$ cat config.mk
export PLATFORM = sky130hd
export DESIGN_NAME = cmac_bp_generator
export DESIGN_NICKNAME = d
export VERILOG_FILES = /design/src/rtl/cmac_bp_generator.sv
export SDC_FILE = /design/constraint.sdc
export NUM_CORES = 1
export LEC_CHECK = 0
export ABC_AREA = 1
export CORE_AREA = 2 2 286 288
export DETAILED_ROUTE_END_ITERATION = 8
export DIE_AREA = 0 0 288 290
export SYNTH_ARGS = -nofsm -noshare
export SYNTH_HDL_FRONTEND = slang
export SYNTH_SLANG_ARGS = --single-unit
$ cat constraint.sdc
create_clock -name clk -period 2.7 [get_ports clk]
set_input_delay 0.675 -clock clk [delete_from_list [all_inputs] [get_ports clk]]
set_output_delay 0.675 -clock clk [all_outputs]
set_load 0.01 [all_outputs]
$ cat src/rtl/cmac_bp_generator.sv
// AXI-stream sink that discards CMAC RX data and drives tready with
// alternating accept/stall windows; counts beats, packets and stalls.
module cmac_bp_generator #(
    parameter int DW    = 512,
    parameter int CNT_W = 32
) (
    input  logic             clk,
    input  logic             reset,
    input  logic             start,
    input  logic             stop,
    input  logic [CNT_W-1:0] cfg_gap_cycles,
    input  logic [CNT_W-1:0] cfg_bp_cycles,
    input  logic [CNT_W-1:0] cfg_burst_count,
    input  logic [DW-1:0]    axis_tdata,
    input  logic             axis_tlast,
    input  logic             axis_tvalid,
    output logic             axis_tready,
    output logic             busy,
    output logic [CNT_W-1:0] bp_events,
    output logic [63:0]      beats_rcvd,
    output logic [31:0]      packets_rcvd
);

    typedef enum logic [1:0] {
        IDLE,
        GAP,
        BP
    } state_e;

    state_e           state_q, state_d;
    logic [CNT_W-1:0] cnt_q, cnt_d;
    logic [CNT_W-1:0] gap_q, gap_d;
    logic [CNT_W-1:0] bp_q, bp_d;
    logic [CNT_W-1:0] burst_q, burst_d;
    logic [CNT_W-1:0] bp_events_q, bp_events_d;
    logic [63:0]      beats_q, beats_d;
    logic [31:0]      pkts_q, pkts_d;
    logic             tready_q, tready_d;
    logic             accept;
    logic [CNT_W-1:0] ev_next;
    logic             unused_tdata;

    assign unused_tdata = ^axis_tdata;

    function automatic logic [CNT_W-1:0] max1(input logic [CNT_W-1:0] v);
        return (v == '0) ? CNT_W'(1) : v;
    endfunction

    assign accept  = axis_tvalid & tready_q;
    assign ev_next = bp_events_q + CNT_W'(1);

    always_comb begin
        state_d     = state_q;
        cnt_d       = cnt_q;
        gap_d       = gap_q;
        bp_d        = bp_q;
        burst_d     = burst_q;
        bp_events_d = bp_events_q;
        beats_d     = beats_q + 64'(accept);
        pkts_d      = pkts_q + 32'(accept & axis_tlast);

        unique case (state_q)
            IDLE: begin
                if (start && !stop && cfg_bp_cycles != '0) begin
                    gap_d       = max1(cfg_gap_cycles);
                    bp_d        = cfg_bp_cycles;
                    burst_d     = cfg_burst_count;
                    cnt_d       = max1(cfg_gap_cycles);
                    bp_events_d = '0;
                    beats_d     = '0;
                    pkts_d      = '0;
                    state_d     = GAP;
                end
            end
            GAP: begin
                if (cnt_q <= CNT_W'(1)) begin
                    cnt_d   = bp_q;
                    state_d = BP;
                end else begin
                    cnt_d = cnt_q - CNT_W'(1);
                end
            end
            BP: begin
                if (cnt_q <= CNT_W'(1)) begin
                    bp_events_d = ev_next;
                    if (burst_q != '0 && ev_next == burst_q) begin
                        state_d = IDLE;
                    end else begin
                        cnt_d   = gap_q;
                        state_d = GAP;
                    end
                end else begin
                    cnt_d = cnt_q - CNT_W'(1);
                end
            end
            default: state_d = IDLE;
        endcase

        // abort wins over everything, including a same-cycle start
        if (stop) begin
            state_d = IDLE;
        end

        tready_d = (state_d != BP);
    end

    always_ff @(posedge clk) begin
        if (reset) begin
            state_q     <= IDLE;
            cnt_q       <= '0;
            gap_q       <= '0;
            bp_q        <= '0;
            burst_q     <= '0;
            bp_events_q <= '0;
            beats_q     <= '0;
            pkts_q      <= '0;
            tready_q    <= 1'b0;
        end else begin
            state_q     <= state_d;
            cnt_q       <= cnt_d;
            gap_q       <= gap_d;
            bp_q        <= bp_d;
            burst_q     <= burst_d;
            bp_events_q <= bp_events_d;
            beats_q     <= beats_d;
            pkts_q      <= pkts_d;
            tready_q    <= tready_d;
        end
    end

    assign axis_tready  = tready_q;
    assign busy         = (state_q != IDLE);
    assign bp_events    = bp_events_q;
    assign beats_rcvd   = beats_q;
    assign packets_rcvd = pkts_q;

endmodule

==> results of run 1 <==
-- power by group --
group	internal, mW	switching (mW)	leakage [nW]
sequential	3.96	0.0986	2.11
clock	2.87	1.91	0.577
combinational	0.534	0.729	5.28
total	7.37	2.74	7.97
-- cell families after synthesis --
kind of cell    count (synthesis)  synth area share [%]
compound gates                386                  15.1
xor+xnor                       81                  5.40
fa+ha+maj                      12                  1.06
buf+inv                       330                  8.88
flops                         259                  36.6
simple gates                 1096                  33.0
-- flip-flops by register name, summed over array words and instances (netlist names) --
register and cells:
axis_tready 1, beats_rcvd 64, bp_events 32, bp_q 32
burst_q 32, cnt_q 32, gap_q 32, packets_rcvd 32
state_q 2
-- synthesized netlist by cell type, types with 6 or more instances --
master / instances
nor3b_1: 7
nand3b_1: 11
a22oi_1: 34
o221ai_1: 6
or2_2: 6
nand2_1: 463
nor3_1: 51
nor2_1: 347
xor2_1: 48
dfxtp_1: 259
ha_1: 12
buf_2: 8
xnor2_1: 29
o211ai_1: 19
a31oi_1: 11
nor4_1: 25
o21ai_0: 128
a21oi_1: 173
clkbuf_1: 69
nand3_1: 133
nor2_2: 9
nand4_1: 28
inv_1: 243
-- worst max-delay path, stage by stage --
cell and delay, ps:
dlygate4sd2_1 260, nand2_4 80, inv_2 70, ha_4 130, ha_4 140, nand2_4 60, nor2_4 110, buf_4 120
buf_4 100, inv_1 60, nor2_1 220, nand4_1 320, nor4_4 300, buf_4 180, xnor2_1 120, a211oi_1 60
-- worst paths after layout --
path | to | slack [ps] | startpoint | cells after the start
worst max register to register | cnt_q[21] | 50 | bp_events[1] | 16
worst min register to register | gap_q[31] | 460 | gap_q[31] | 2
worst max-delay path | beats_rcvd[60] | 50 | axis_tvalid | 16
worst min-delay path | gap_q[31] | 460 | gap_q[31] | 2
-- cell usage in the layout, fill, tap and decap left out, drive strengths merged, types with 2 or more instances in the layout --
master / count
buf: 206
clkbuf: 55
xnor3: 4
nor4b: 2
o21ai: 130
dlymetal6s2s: 2
o221ai: 6
nand2: 467
nand3: 134
nor3b: 7
nor2: 360
xnor2: 29
o21a: 3
ha: 12
bufinv: 2
clkdlybuf4s50: 227
a22oi: 34
or3: 3
nor4: 25
clkinv: 10
a31oi: 11
xor2: 48
nor3: 51
o22ai: 3
o211ai: 19
inv: 245
nand4: 29
a211oi: 3
clkinvlp: 2
nand3b: 11
a21oi: 173
o21bai: 2
or2: 6
dfxtp: 259
-- area by class of cell --
| type | instances | area [sq um] |
|---|---|---|
| Timing Repair Buffer | 440 | 4140 |
| Fill cell | 8939 | 59000 |
| Sequential cell | 259 | 5190 |
| Clock inverter | 12 | 141 |
| Clock buffer | 51 | 1040 |
| Tap cell | 1060 | 1330 |
| Inverter | 247 | 928 |
| Multi-Input combinational cell | 1575 | 8340 |
-- layer usage --
| layer | up-vias | track usage, % |
|---|---|---|
| met3 | 97 | 2.01 |
| li1 | 7855 | - |
| met1 | 7262 | 16.4 |
| met5 | - | 0 |
| met4 | 4 | 4.28 |
| met2 | 497 | 20.8 |
-- per-stage QoR --
step / hold slack, ps / area (sq um)
2_1_floorplan: 425 / 14200
3_3_place_gp: 438 / 18900
3_5_place_dp: 441 / 18900
4_1_cts: 450 / 20400
5_1_grt: 481 / 21100
6_report: 455 / 21100
-- repair_timing --
| action | 4_1_cts | 5_1_grt |
|---|---|---|
| gates resized for setup | 23 | 143 |
| cloned | 0 | 7 |
| pin swaps | 12 | 55 |
| setup buffers | 19 | 11 |
| endpoints found under the setup margin | 25 | 149 |
==> flow_metrics.env, run 1 <==
export IMPL_ant_nets=0
export IMPL_synth_flop_cell="dfxtp_1"
export IMPL_place_congestion=0.884
export IMPL_diodes=0
export IMPL_rsz0062_at_grt="yes"
export IMPL_maxCapViolCount=0
export IMPL_netlist_instances=2164
export IMPL_start_kind="primary input"
export IMPL_dr_first_iter_drc_count=1072
export IMPL_status="finished clean"
export IMPL_drive_gt1_share_pct=16.1
export IMPL_synth_seq_cells=259
export IMPL_wl_met2_um=25800
export IMPL_p_leak_nw=7.97
export IMPL_start_util_pct=17.7
export IMPL_finalSetupTns_ps=0
export IMPL_yosysWarnings=0
export IMPL_root_buffer="clkbuf_16"
export IMPL_dieArea_sq_um=83500
export IMPL_ctsHoldBuffers=0
export IMPL_p_total_mw=10.1
export IMPL_drc=0
export IMPL_yosysUniqueCellTypes=43
export IMPL_grt_pass1_vias=14600
export IMPL_fmax_mhz=377
export IMPL_end_kind="flop"
export IMPL_fin_ws_ps=49.6
export IMPL_cp_max_fo=2
export IMPL_antenna_found_initial=2
export IMPL_final_core_util_pct=26.3
export IMPL_ir_worst_vdd_v=0.000374
export IMPL_synth_top_cell_by_area="dfxtp_1"
export IMPL_clock_sinks=259
export IMPL_die_w_um=288
export IMPL_rows=104
export IMPL_period_share_pct=98.2
export IMPL_clockBufferDepth=3
export IMPL_vias=15700
export IMPL_ios=744
export IMPL_dp_hpwl_um=41100
export IMPL_async_flop_share_pct=0
export IMPL_num_nets_final=3184
export IMPL_gr_total_overflow=0
export IMPL_chipHeight_um=290
export IMPL_grt_total_usage_pct=12.5
export IMPL_cts_htree_levels=2
export IMPL_criticalPathCategory="primary input to flop"
export IMPL_cp_arrival_ps=3020
export IMPL_power_density_nw_per_um2=479
export IMPL_final_cells=3644
export IMPL_timing_max_slew_rel_slack_pct=48.0
export IMPL_first_pass_iters=5
export IMPL_finClkSkew_ps=36.2
export IMPL_finalHoldViolations=0
export IMPL_slew_violations=0
export IMPL_preCtsSetupSlack_ps=-767
export IMPL_synth_area_top_cells="dfxtp_1 (37%), nand2_1 (12%), nor2_1 (9.2%)"
export IMPL_via_per_inst=4.31
export IMPL_grt_max_degree=65
export IMPL_required_ps=3070
export IMPL_grt_pass1_wl_um=83400
export IMPL_m1WireLength_um=24300
export IMPL_clkLatencyLatePin_ps=550
export IMPL_finalCriticalPeriod_ps=2650
export IMPL_io_buffers=231
export IMPL_placed_cells=3545
export IMPL_syn_area_per_cell_sq_um=6.54
export IMPL_cts_tree="yes"
export IMPL_wl_met3_um=3240
export IMPL_setup_viol=0
export IMPL_top_layer="met5"
export IMPL_ys_seq_area_share_pct=36.6
export IMPL_netlist_area_leader_share_pct=36.6
export IMPL_finalWirelength_um=55000
export IMPL_clk_pin_slew_ps=60
export IMPL_syn_nets=2790
export IMPL_synth_enable_flop_cells=0
export IMPL_wl_per_cell_um=15.1
export IMPL_tightest_slew_ps=780
export IMPL_syn_area_sq_um=14200
export IMPL_min_path_type="flop to flop"
export IMPL_area_growth_pct=49.1
export IMPL_cts_buffers=35
export IMPL_core_region_area_sq_um=80200
Note: power is estimated with default switching activity, not from simulation.
==> run 2, diff against run 1 <==
--- a/config.mk
+++ b/config.mk
@@ -12,3 +12,4 @@
 export SYNTH_ARGS = -nofsm -noshare
 export SYNTH_HDL_FRONTEND = slang
 export SYNTH_SLANG_ARGS = --single-unit
+export TNS_END_PERCENT = 10
==> flow_metrics.env, run 2 (synthesized netlist as in run 1, its figures left out) <==
export IMPL_tightest_slew_ps=773
export IMPL_clock_sinks=259
export IMPL_path_cells="dlygate4sd2_1 -> nand2_4 -> inv_2 -> ha_4 -> ha_4 -> nand2_4 -> nor2_4 -> buf_4 -> buf_4 -> inv_1 -> nor2_1 -> nand4_1 -> nor4_4 -> buf_4 -> xnor2_1 -> a211oi_1"
export IMPL_min_path_type="flop to flop"
export IMPL_grt_pass1_wl_um=83400
export IMPL_via_per_inst=4.31
export IMPL_wl_met3_um=3140
export IMPL_timing_max_slew_rel_slack_pct=48.4
export IMPL_whs_ps=455
export IMPL_antenna_found_initial=2
export IMPL_placed_cells=3545
export IMPL_p_leak_nw=7.91
export IMPL_crit_family="simple AND/OR/NAND/NOR gates"
export IMPL_vias=15700
export IMPL_dp_hpwl_um=41100
export IMPL_dr_first_iter_drc_count=1100
export IMPL_ant_nets=0
export IMPL_root_buffer="clkbuf_16"
export IMPL_area_growth_pct=47.4
export IMPL_largest_reg_flops=64
export IMPL_ios=744
export IMPL_crit_top_cell="buf_4"
export IMPL_wl_met2_um=25500
export IMPL_period_share_pct=98.0
export IMPL_power_density_nw_per_um2=483
export IMPL_cp_slowest_cell="nand4_1"
export IMPL_criticalPathCategory="primary input to flop"
export IMPL_dieArea_sq_um=83500
export IMPL_fin_area_sq_um=20900
export IMPL_cts_htree_levels=2
export IMPL_mostFrequentLayoutCell="nand2_1"
export IMPL_core_region_area_sq_um=80200
export IMPL_ctsHoldBuffers=0
export IMPL_maxCapViolCount=0
export IMPL_rows=104
export IMPL_final_core_util_pct=26.0
export IMPL_rsz0062_at_grt="yes"
export IMPL_crit_buf_inv=6
export IMPL_finalWirelength_um=54600
export IMPL_cp_max_fo=2
export IMPL_die_w_um=288
export IMPL_num_nets_final=3182
export IMPL_first_pass_iters=6
export IMPL_finalCriticalPeriod_ps=2650
export IMPL_clk_pin_slew_ps=60
export IMPL_diodes=0
export IMPL_finClkSkew_ps=37.0
export IMPL_dpl_instance_area_sq_um=18900
export IMPL_drive_gt1_share_pct=14.4
export IMPL_gr_total_overflow=0
export IMPL_grt_total_usage_pct=12.5
export IMPL_start_util_pct=17.7
export IMPL_fmax_mhz=378
export IMPL_start_kind="primary input"
export IMPL_io_buffers=231
export IMPL_grt_max_degree=65
export IMPL_final_cell_mix="nand2_1 (450), nor2_1 (328), dfxtp_1 (254), inv_1 (237), clkdlybuf4s50_1 (227)"
export IMPL_status="finished clean"
export IMPL_drc=0
export IMPL_place_congestion=0.884
export IMPL_clockBufferDepth=3
export IMPL_ir_worst_vdd_v=0.000375
export IMPL_finalHoldViolations=0
export IMPL_wl_per_cell_um=15.0
export IMPL_setup_viol=0
export IMPL_top_layer="met5"
export IMPL_cp_arrival_ps=3020
export IMPL_slew_violations=0
export IMPL_cts_tree="yes"
export IMPL_cts_buffers=35
export IMPL_chipHeight_um=290
export IMPL_m1WireLength_um=24300
export IMPL_end_kind="flop"
export IMPL_final_cells=3642
export IMPL_cpPeakStageDelay_ps=320
export IMPL_clkLatencyLatePin_ps=550
export IMPL_required_ps=3070
export IMPL_grt_pass1_vias=14600
run 2: worst paths after layout:
check                   endpoint  depth (start not counted)          from  slack (ps)
setup / recovery  beats_rcvd[60]                         16   axis_tvalid          50
hold / removal         gap_q[31]                          2     gap_q[31]         450
setup reg to reg       cnt_q[21]                         16  bp_events[1]          80
hold reg to reg        gap_q[31]                          2     gap_q[31]         450
run 2: metrics by stage:
step,setup WS (ps),setup TNS (ps),power (mW)
after floorplan,-7.11,-7.11,4.79
after global placement,-810,-88240,5.32
after detailed placement,-767,-85670,5.33
after CTS,12.6,0,10.1
after global routing,-82.3,-1670,10.5
final,54.0,0,10.1
run 2: metal layers:
metal | global-route usage (%) | vias up
li1 | - | 7844
met1 | 16.4 | 7260
met2 | 20.8 | 489
met3 | 2.01 | 98
met4 | 4.28 | 4
met5 | 0 | -
run 2: repair_timing:
item | 4_1_cts | 5_1_grt
setup endpoints to repair | 25 | 149
gates cloned | 0 | 6
pin swaps | 12 | 35
setup buffers | 19 | 10
gates resized for setup | 23 | 90
run 2: area by class of cell:
cell class / count / area (sq um)
inverter: 247 / 928
timing repair buffer: 438 / 4090
tap: 1060 / 1330
clock buffer: 51 / 1040
multi-input combinational: 1575 / 8150
sequential: 259 / 5190
clock inverter: 12 / 141
fill: 8969 / 59300
run 2: worst reg2reg max path, stage by stage, from the launching register on:
cell and delay (ps):
dfxtp_2 350, buf_4 140, nand2_1 80, nor2_4 200, nand2_4 110, buf_4 160, xnor3_1 230, nor2_2 140
nand2_2 90, nor2_4 130, nand2_4 60, nor2_4 130, nand4_4 110, buf_12 180, clkbuf_16 180, a21oi_2 140
nor2_1 50
run 2: report_power, final:
| group | total [mW] | internal, mW | leakage (nW) | switching (mW) |
|---|---|---|---|---|
| sequential | 4.06 | 3.96 | 2.11 | 0.0938 |
| clock | 4.79 | 2.87 | 0.577 | 1.91 |
| combinational | 1.23 | 0.521 | 5.22 | 0.714 |
| total | 10.1 | 7.36 | 7.91 | 2.72 |
